[src/rtl/serial_negate_rx_pkg.sv]
// Shared definitions for the bit-serial 2's-complement link: receiver FSM
// state encodings and the default frame width.
package serial_negate_rx_pkg;

  localparam int COMPL_WIDTH = 8;

  typedef enum logic {
    ST_IDLE = 1'b0,
    ST_RECV = 1'b1
  } state_t;

endpackage

[src/rtl/serial_negate_rx_bit.sv]
// One-bit serial negation cell: remembers whether a 1 has passed in the current
// frame and inverts every later bit (copy through the first 1, invert after).
module serial_negate_bit (
  input  logic clk,
  input  logic reset,
  input  logic clr,
  input  logic en,
  input  logic sin,
  output logic dout_bit
);

  logic seen_one;

  always_ff @(posedge clk or negedge reset) begin
    if (!reset) begin
      seen_one <= 1'b0;
    end else if (en) begin
      seen_one <= (clr ? 1'b0 : seen_one) | sin;
    end
  end

  // clr marks bit 0, which must see a fresh (cleared) history
  assign dout_bit = (seen_one & ~clr) ? ~sin : sin;

endmodule

[src/rtl/serial_negate_rx.sv]
// Receive end of the bit-serial 2's-complement link: deserialises an LSB-first
// frame, re-negates it on the fly and offers raw and negated words on valid/ready.
module serial_negate_rx
  import serial_negate_rx_pkg::*;
#(
  parameter int WIDTH = COMPL_WIDTH
) (
  input  logic             clk,
  input  logic             reset,
  input  logic             sin,
  input  logic             sin_valid,
  input  logic             sin_start,
  output logic [WIDTH-1:0] dout,
  output logic [WIDTH-1:0] dout_raw,
  output logic             dout_ovf,
  output logic             dout_valid,
  input  logic             dout_ready,
  output logic             busy,
  output logic             overrun,
  output logic             frame_err
);

  localparam int CW = $clog2(WIDTH) + 1;
  localparam logic [WIDTH-1:0] MIN_WORD = {1'b1, {(WIDTH-1){1'b0}}};

  state_t           state, state_next;
  logic [CW-1:0]    cnt;
  logic [WIDTH-1:0] raw_sr, dec_sr;
  logic [WIDTH-1:0] raw_next, dec_next;
  logic             first_bit, take_bit, last_bit, dec_bit, slot_free;

  assign first_bit = sin_valid & sin_start;
  assign take_bit  = sin_valid & (sin_start | (state == ST_RECV));
  assign last_bit  = sin_valid & ~sin_start & (state == ST_RECV) &
                     (cnt == CW'(WIDTH - 1));
  assign slot_free = ~dout_valid | dout_ready;

  assign raw_next  = {sin, raw_sr[WIDTH-1:1]};
  assign dec_next  = {dec_bit, dec_sr[WIDTH-1:1]};
  assign busy      = (state == ST_RECV);

  serial_negate_bit u_neg (
    .clk      (clk),
    .reset    (reset),
    .clr      (first_bit),
    .en       (take_bit),
    .sin      (sin),
    .dout_bit (dec_bit)
  );

  always_ff @(posedge clk or negedge reset) begin
    if (!reset) begin
      state <= ST_IDLE;
    end else begin
      state <= state_next;
    end
  end

  always_comb begin
    state_next = state;
    case (state)
      ST_IDLE: if (first_bit) state_next = ST_RECV;
      ST_RECV: if (last_bit)  state_next = ST_IDLE;
      default: state_next = ST_IDLE;
    endcase
  end

  // A restart simply overwrites the shift registers; WIDTH captures refill them.
  always_ff @(posedge clk or negedge reset) begin
    if (!reset) begin
      cnt    <= '0;
      raw_sr <= '0;
      dec_sr <= '0;
    end else if (take_bit) begin
      raw_sr <= raw_next;
      dec_sr <= dec_next;
      cnt    <= first_bit ? CW'(1) : (last_bit ? '0 : cnt + CW'(1));
    end
  end

  always_ff @(posedge clk or negedge reset) begin
    if (!reset) begin
      dout       <= '0;
      dout_raw   <= '0;
      dout_ovf   <= 1'b0;
      dout_valid <= 1'b0;
      overrun    <= 1'b0;
      frame_err  <= 1'b0;
    end else begin
      overrun   <= last_bit & ~slot_free;
      frame_err <= first_bit & (state == ST_RECV);
      if (last_bit && slot_free) begin
        dout       <= dec_next;
        dout_raw   <= raw_next;
        dout_ovf   <= (raw_next == MIN_WORD);
        dout_valid <= 1'b1;
      end else if (dout_ready) begin
        dout_valid <= 1'b0;
      end
    end
  end

endmodule

[config.mk]
export PLATFORM = sky130hd
export DESIGN_NAME = serial_negate_rx
export DESIGN_NICKNAME = d
export VERILOG_FILES = /design/src/rtl/serial_negate_rx_pkg.sv /design/src/rtl/serial_negate_rx_bit.sv /design/src/rtl/serial_negate_rx.sv
export SDC_FILE = /design/constraint.sdc
export NUM_CORES = 1
export LEC_CHECK = 0
export ABC_AREA = 0
export CAP_MARGIN = 20
export CORE_MARGIN = 2
export CORE_UTILIZATION = 47
export DETAILED_ROUTE_END_ITERATION = 10
export HOLD_SLACK_MARGIN = 0.15
export PLACE_DENSITY_LB_ADDON = 0.12
export SETUP_SLACK_MARGIN = 0.05
export SYNTH_ARGS = -nofsm -noshare
export SYNTH_HDL_FRONTEND = slang
export SYNTH_SLANG_ARGS = --single-unit
[constraint.sdc]
create_clock -name clk -period 1.8 [get_ports clk]
set_clock_uncertainty 0.15 [all_clocks]
set_input_delay 0.36 -clock clk [delete_from_list [all_inputs] [get_ports clk]]
set_output_delay 0.36 -clock clk [all_outputs]
set_load 0.02 [all_outputs]
Yosys cells after proc, flatten, opt, wreduce, memory -nomap -nowiden
Cells that the tools add are included.
{"block": "op_classes", "n_lt_le_gt_ge": 0, "reduce_logical": 2, "n_bitwise": 17, "mux": 9, "n_addsub": 1, "n_mul": 0, "eq_ne": 2, "div_mod_pow": 0, "shift": 0}
{"cell": "$and A1 B1 Y1", "count": 8}
{"cell": "$eq A8 B8 Y1 const B", "count": 1}
{"cell": "$mux W4", "count": 2}
{"cell": "$mux W1", "count": 6}
{"cell": "$not A1 Y1", "count": 6}
{"cell": "$add A4 B1 Y4 const B", "count": 1}
{"cell": "$eq A4 B3 Y1 const B", "count": 1}
{"cell": "$or A1 B1 Y1", "count": 3}
{"cell": "$pmux W1 S2", "count": 1}
{"cell": "$reduce_bool A2 Y1", "count": 1}
{"cell": "$logic_and A1 B1 Y1", "count": 1}
{"block": "word_totals", "out_inout_bits": 21, "regBits": 42, "word_cells": 42, "mem_bits_rw": 0, "latchBits": 0, "rom_bits": 0, "n_memories": 0, "input_bits": 6}

Logic depth before layout (Yosys ltp)
{"block": "logic_depth", "ltp_word": 6, "depth_mapped": 5, "depth_no_buf": 4}

Cells and area by module
From an unflattened synthesis, not the netlist that was laid out.
{"block": "hier_totals", "hier_cells": 111, "hier_area_um2": 1665.3}
{"mod": "serial_negate_rx", "area_per_inst_um2": 1609.0, "instances": 1, "cells_per_inst": 105, "seq_area_each_um2": 975.9}
{"mod": "serial_negate_bit", "area_per_inst_um2": 56.3, "instances": 1, "cells_per_inst": 6, "seq_area_each_um2": 25.0}

Worst setup path after synthesis
OpenSTA, ideal clock, no wires.
{"block": "synth_path", "kind": "register to register", "startpoint": "register cnt[0]", "endpoint": "register dout[0]", "setup_ns": 0.125, "t_arrival_ns": 1.474, "required_ns": 1.525, "period_less_slack_ns": 1.749, "path_stages_with_launch": 6, "setup_slack_ns": 0.051, "n_path_buf": 1, "cell_sequence": "dfrtp_1 > ha_1 > and4bb_4 > nand4_4 > buf_6 > mux2_4"}
{"block": "synth_via", "elab_chain_cells": 3}
{"element": "start: declaration", "line": "serial_negate_rx.sv:27", "text": "logic [CW-1:0] cnt;"}
{"element": "start signal: assignment", "line": "serial_negate_rx.sv:77", "text": "cnt <= first_bit ? CW'(1) : (last_bit ? '0 : cnt + CW'(1));"}
{"element": "$eq A4 B3 Y1", "line": "serial_negate_rx.sv:35", "text": "(cnt == CW'(WIDTH - 1));"}
{"element": "$and A1 B1 Y1", "line": "serial_negate_rx.sv:34", "text": "assign last_bit = sin_valid & ~sin_start & (state == ST_RECV) &"}
{"element": "$logic_and A1 B1 Y1", "line": "serial_negate_rx.sv:92", "text": "if (last_bit && slot_free) begin"}
{"element": "end signal: assignment", "line": "serial_negate_rx.sv:93", "text": "dout <= dec_next;"}
{"element": "end: declaration", "line": "serial_negate_rx.sv:13", "text": "output logic [WIDTH-1:0] dout,"}
No other way between the ends.
A chain may end at the register's enable or synchronous reset.

Worst setup path in the final report
{"block": "layout_path", "startpoint": "register cnt[1]", "endpoint": "register dout_raw[4]"}
{"block": "layout_via", "elab_chain_cells": 3}
{"element": "$eq A4 B3 Y1", "line": "serial_negate_rx.sv:35"}
{"element": "$and A1 B1 Y1", "line": "serial_negate_rx.sv:34"}
{"element": "$logic_and A1 B1 Y1", "line": "serial_negate_rx.sv:92"}
{"element": "end signal: assignment", "line": "serial_negate_rx.sv:94", "text": "dout_raw <= raw_next;"}
{"element": "end: declaration", "line": "serial_negate_rx.sv:14", "text": "output logic [WIDTH-1:0] dout_raw,"}
No other way between the ends.

==> run metrics <==
Die Ht 63.6 um; Die ar. 4050 um^2; WP data required 1.88 ns; kind of critical path flip-flop to flip-flop; critical-path maximum fanout 7; Tightest Pin Transition 0.419 ns; overall die width 63.6 um; Clock transition at path regs 0.11 ns; Worst slew margin 72.1%; area of the multi-input gates 633 um^2; Syn Nets 123; Peak VDD IR 0.632 mV; Port-buffer cells 26; Final ANT Viol Nets 0; post-route design area 2170 um^2; final WL 2820 um; Seq/Total Area, Yosys 59.9%; fin crit period 1.70 ns; post-synthesis cell area 1670 um^2; RSZ-0062 raised after global routing no; DR vias/cell 5.01; Synth Register Bits 40; DP HPWL 1970 um; Worst Path Buf+Inv 1; final hold violation count 0; commonest non-fill, non-tap cell in the layout dfrtp_1; row count 21; Final setup viols 0; Slew Limit Fails 0; hold_ws 0.321 ns; core footprint 3360 um^2; GRT Resource Usage Total 16.0%; Vias 1038; MaxCap Viol Count 0; Max clock buf depth 2; Ys Warns 0; Top Family by Delay on Critical Path flip-flops; # clock sinks 40; fin nets 168; CTS tree done; fin crit share 94.6%; run status completed; GPL Wtd Cong 0.782; TritonCTS Buffers 5; crit path cell chain ha_4 > and4bb_4 > nand4_4 > buf_4 > mux2_2; Max stage delay cell, worst path dfrtp_1; root buffer cell clkbuf_4; drt first-iter violations 78; Congestion Overflow GR 0; Register Area 1000 um^2; Clock Latency Late Sink 0.33 ns; Area growth syn-to-layout 29.6%; Hold Crit Class primary input to async pin; pin count of the biggest net entering global routing 24; WL/cell 13.6 um; CP Data Arrival Time 1.78 ns; number of global-route vias before repair 1069; Ports 27; Mean Syn Cell Area 14.5 um^2; CP startpoint kind flip-flop; H-tree depth 2; pwr dens 1280 nW/um^2; setup TNS after final layout 0 ns; P_leak 0.00112 uW; f_max 587 MHz; Syn Inst Count 115; FILL cells 290; most frequent cells in the layout 40 x dfrtp_1, 21 x dlygate4sd2_1, 20 x mux2_2; CP Capture Type flip-flop; fraction of layout cells with a size suffix above 1 36.0%; max incr delay on CP 0.44 ns; Starting Density 49.7%; Critical Path Stages 5; Placed Instance Area 2100 um^2; drt drc 0; Detailed Routing Iterations Pass 1 4; Reg2Reg Depth 5; first-pass GRT wire length 4950 um; antenna violations before repair 0; synth unique cells 27; n_diodes 0
-- cells by family (layout without fill, tap and decap cells) --
logic type	count (synthesis)	count (layout)	synth area share [%]
DFF	40	40	59.9
muxes	31	31	23.1
and+or+nand+nor	23	23	8.91
AOI/OAI and AO/OA	10	10	3.67
buffers and inverters	9	55	2.99
adders and majority gates	2	2	1.50
-- registers in the layout, summed over array words and instances (netlist names) --
| register | count |
|---|---|
| dout | 8 |
| dout_raw | 8 |
| dec_sr | 7 |
| raw_sr | 7 |
| cnt | 4 |
| busy | 1 |
| dout_ovf | 1 |
| dout_valid | 1 |
| frame_err | 1 |
| overrun | 1 |
| u_neg.seen_one | 1 |
-- Yosys cell counts --
master | number | area [um^2]
mux2i_1 | 1 | 10.0
nand2_1 | 8 | 30.0
or3_1 | 1 | 6.26
buf_6 | 2 | 22.5
dfrtp_1 | 40 | 1000
mux2_2 | 20 | 225
and4bb_4 | 1 | 16.3
clkbuf_1 | 2 | 7.51
o22ai_1 | 3 | 18.8
nand2b_1 | 1 | 6.26
nand4_1 | 1 | 6.26
o21ai_0 | 2 | 10.0
o21a_1 | 1 | 7.51
a21oi_1 | 2 | 10.0
nor2_1 | 2 | 7.51
nor3b_1 | 1 | 7.51
a31oi_1 | 1 | 6.26
and3_1 | 1 | 6.26
mux2_4 | 10 | 150
o21ai_2 | 1 | 8.76
inv_1 | 4 | 15.0
nand3_1 | 3 | 15.0
nor4_1 | 1 | 6.26
ha_1 | 2 | 25.0
and4b_1 | 2 | 20.0
buf_2 | 1 | 5.00
nand4_4 | 1 | 21.3
-- final cells by class --
type	count	share of cell area (%)
sequential	40	46.2
multi-input combinational	66	29.2
timing repair buffer	43	18.3
tap	46	2.66
clock buffer	7	2.54
inverter	4	0.693
clock inverter	1	0.347
-- power breakdown --
group | switching (uW) | leakage (uW) | total (uW) | internal, uW
clock network | 279 | 0.0000315 | 470 | 191
registers | 197 | 0.000513 | 1390 | 1190
logic | 416 | 0.000576 | 920 | 504
total | 892 | 0.00112 | 2780 | 1890
-- timing repair --
action | CTS | global route
cloned | 0 | 0
gates resized for setup | 21 | 2
pin swaps | 0 | 0
buffers inserted | 0 | 1
hold buffers | 1 | 0
endpoints found under the setup margin | 21 | 17
hold endpoints to repair | 40 | 0
-- worst reg2reg max path: stages, from the launching register on --
cell      delay (ns)
dfrtp_1         0.44
ha_4            0.19
and4bb_4        0.21
nand4_4         0.11
buf_4           0.17
mux2_2          0.34
-- final timing paths --
| kind | startpoint | endpoint | slack [ns] |
|---|---|---|---|
| worst max-delay path | cnt[1] | dout_raw[4] | 0.1 |
| worst min-delay path | reset | dout[0] | 0.32 |
| worst max register to register | cnt[1] | dout_raw[4] | 0.1 |
| worst min register to register | u_neg.seen_one | u_neg.seen_one | 0.35 |
| max in group asynchronous | reset | cnt[0] | 0.72 |
| min in group clk | u_neg.seen_one | u_neg.seen_one | 0.35 |
-- per-stage QoR --
stage	instances	utilization [%]	worst slack, ns	power (uW)
floorplan	115	-	0.0513	1960
global placement	197	62.4	-0.163	2400
detailed placement	197	62.4	-0.165	2440
CTS	206	63.8	0.0571	2800
global route	207	64.4	0.0474	2970
finish	207	64.4	0.0977	2780
-- per-layer routing --
layer | vias to the layer above | wire, um | track usage [%] | part of all wire (%)
met1 | 513 | 1330 | 21.4 | 47
met3 | 2 | 123 | 5.36 | 4.4
met2 | 23 | 1340 | 24.2 | 48
met5 | - | 0 | 0 | 0
met4 | 0 | 19 | 5.71 | 0.67
li1 | 500 | - | - | -
Power figures use the tool's default switching activity.
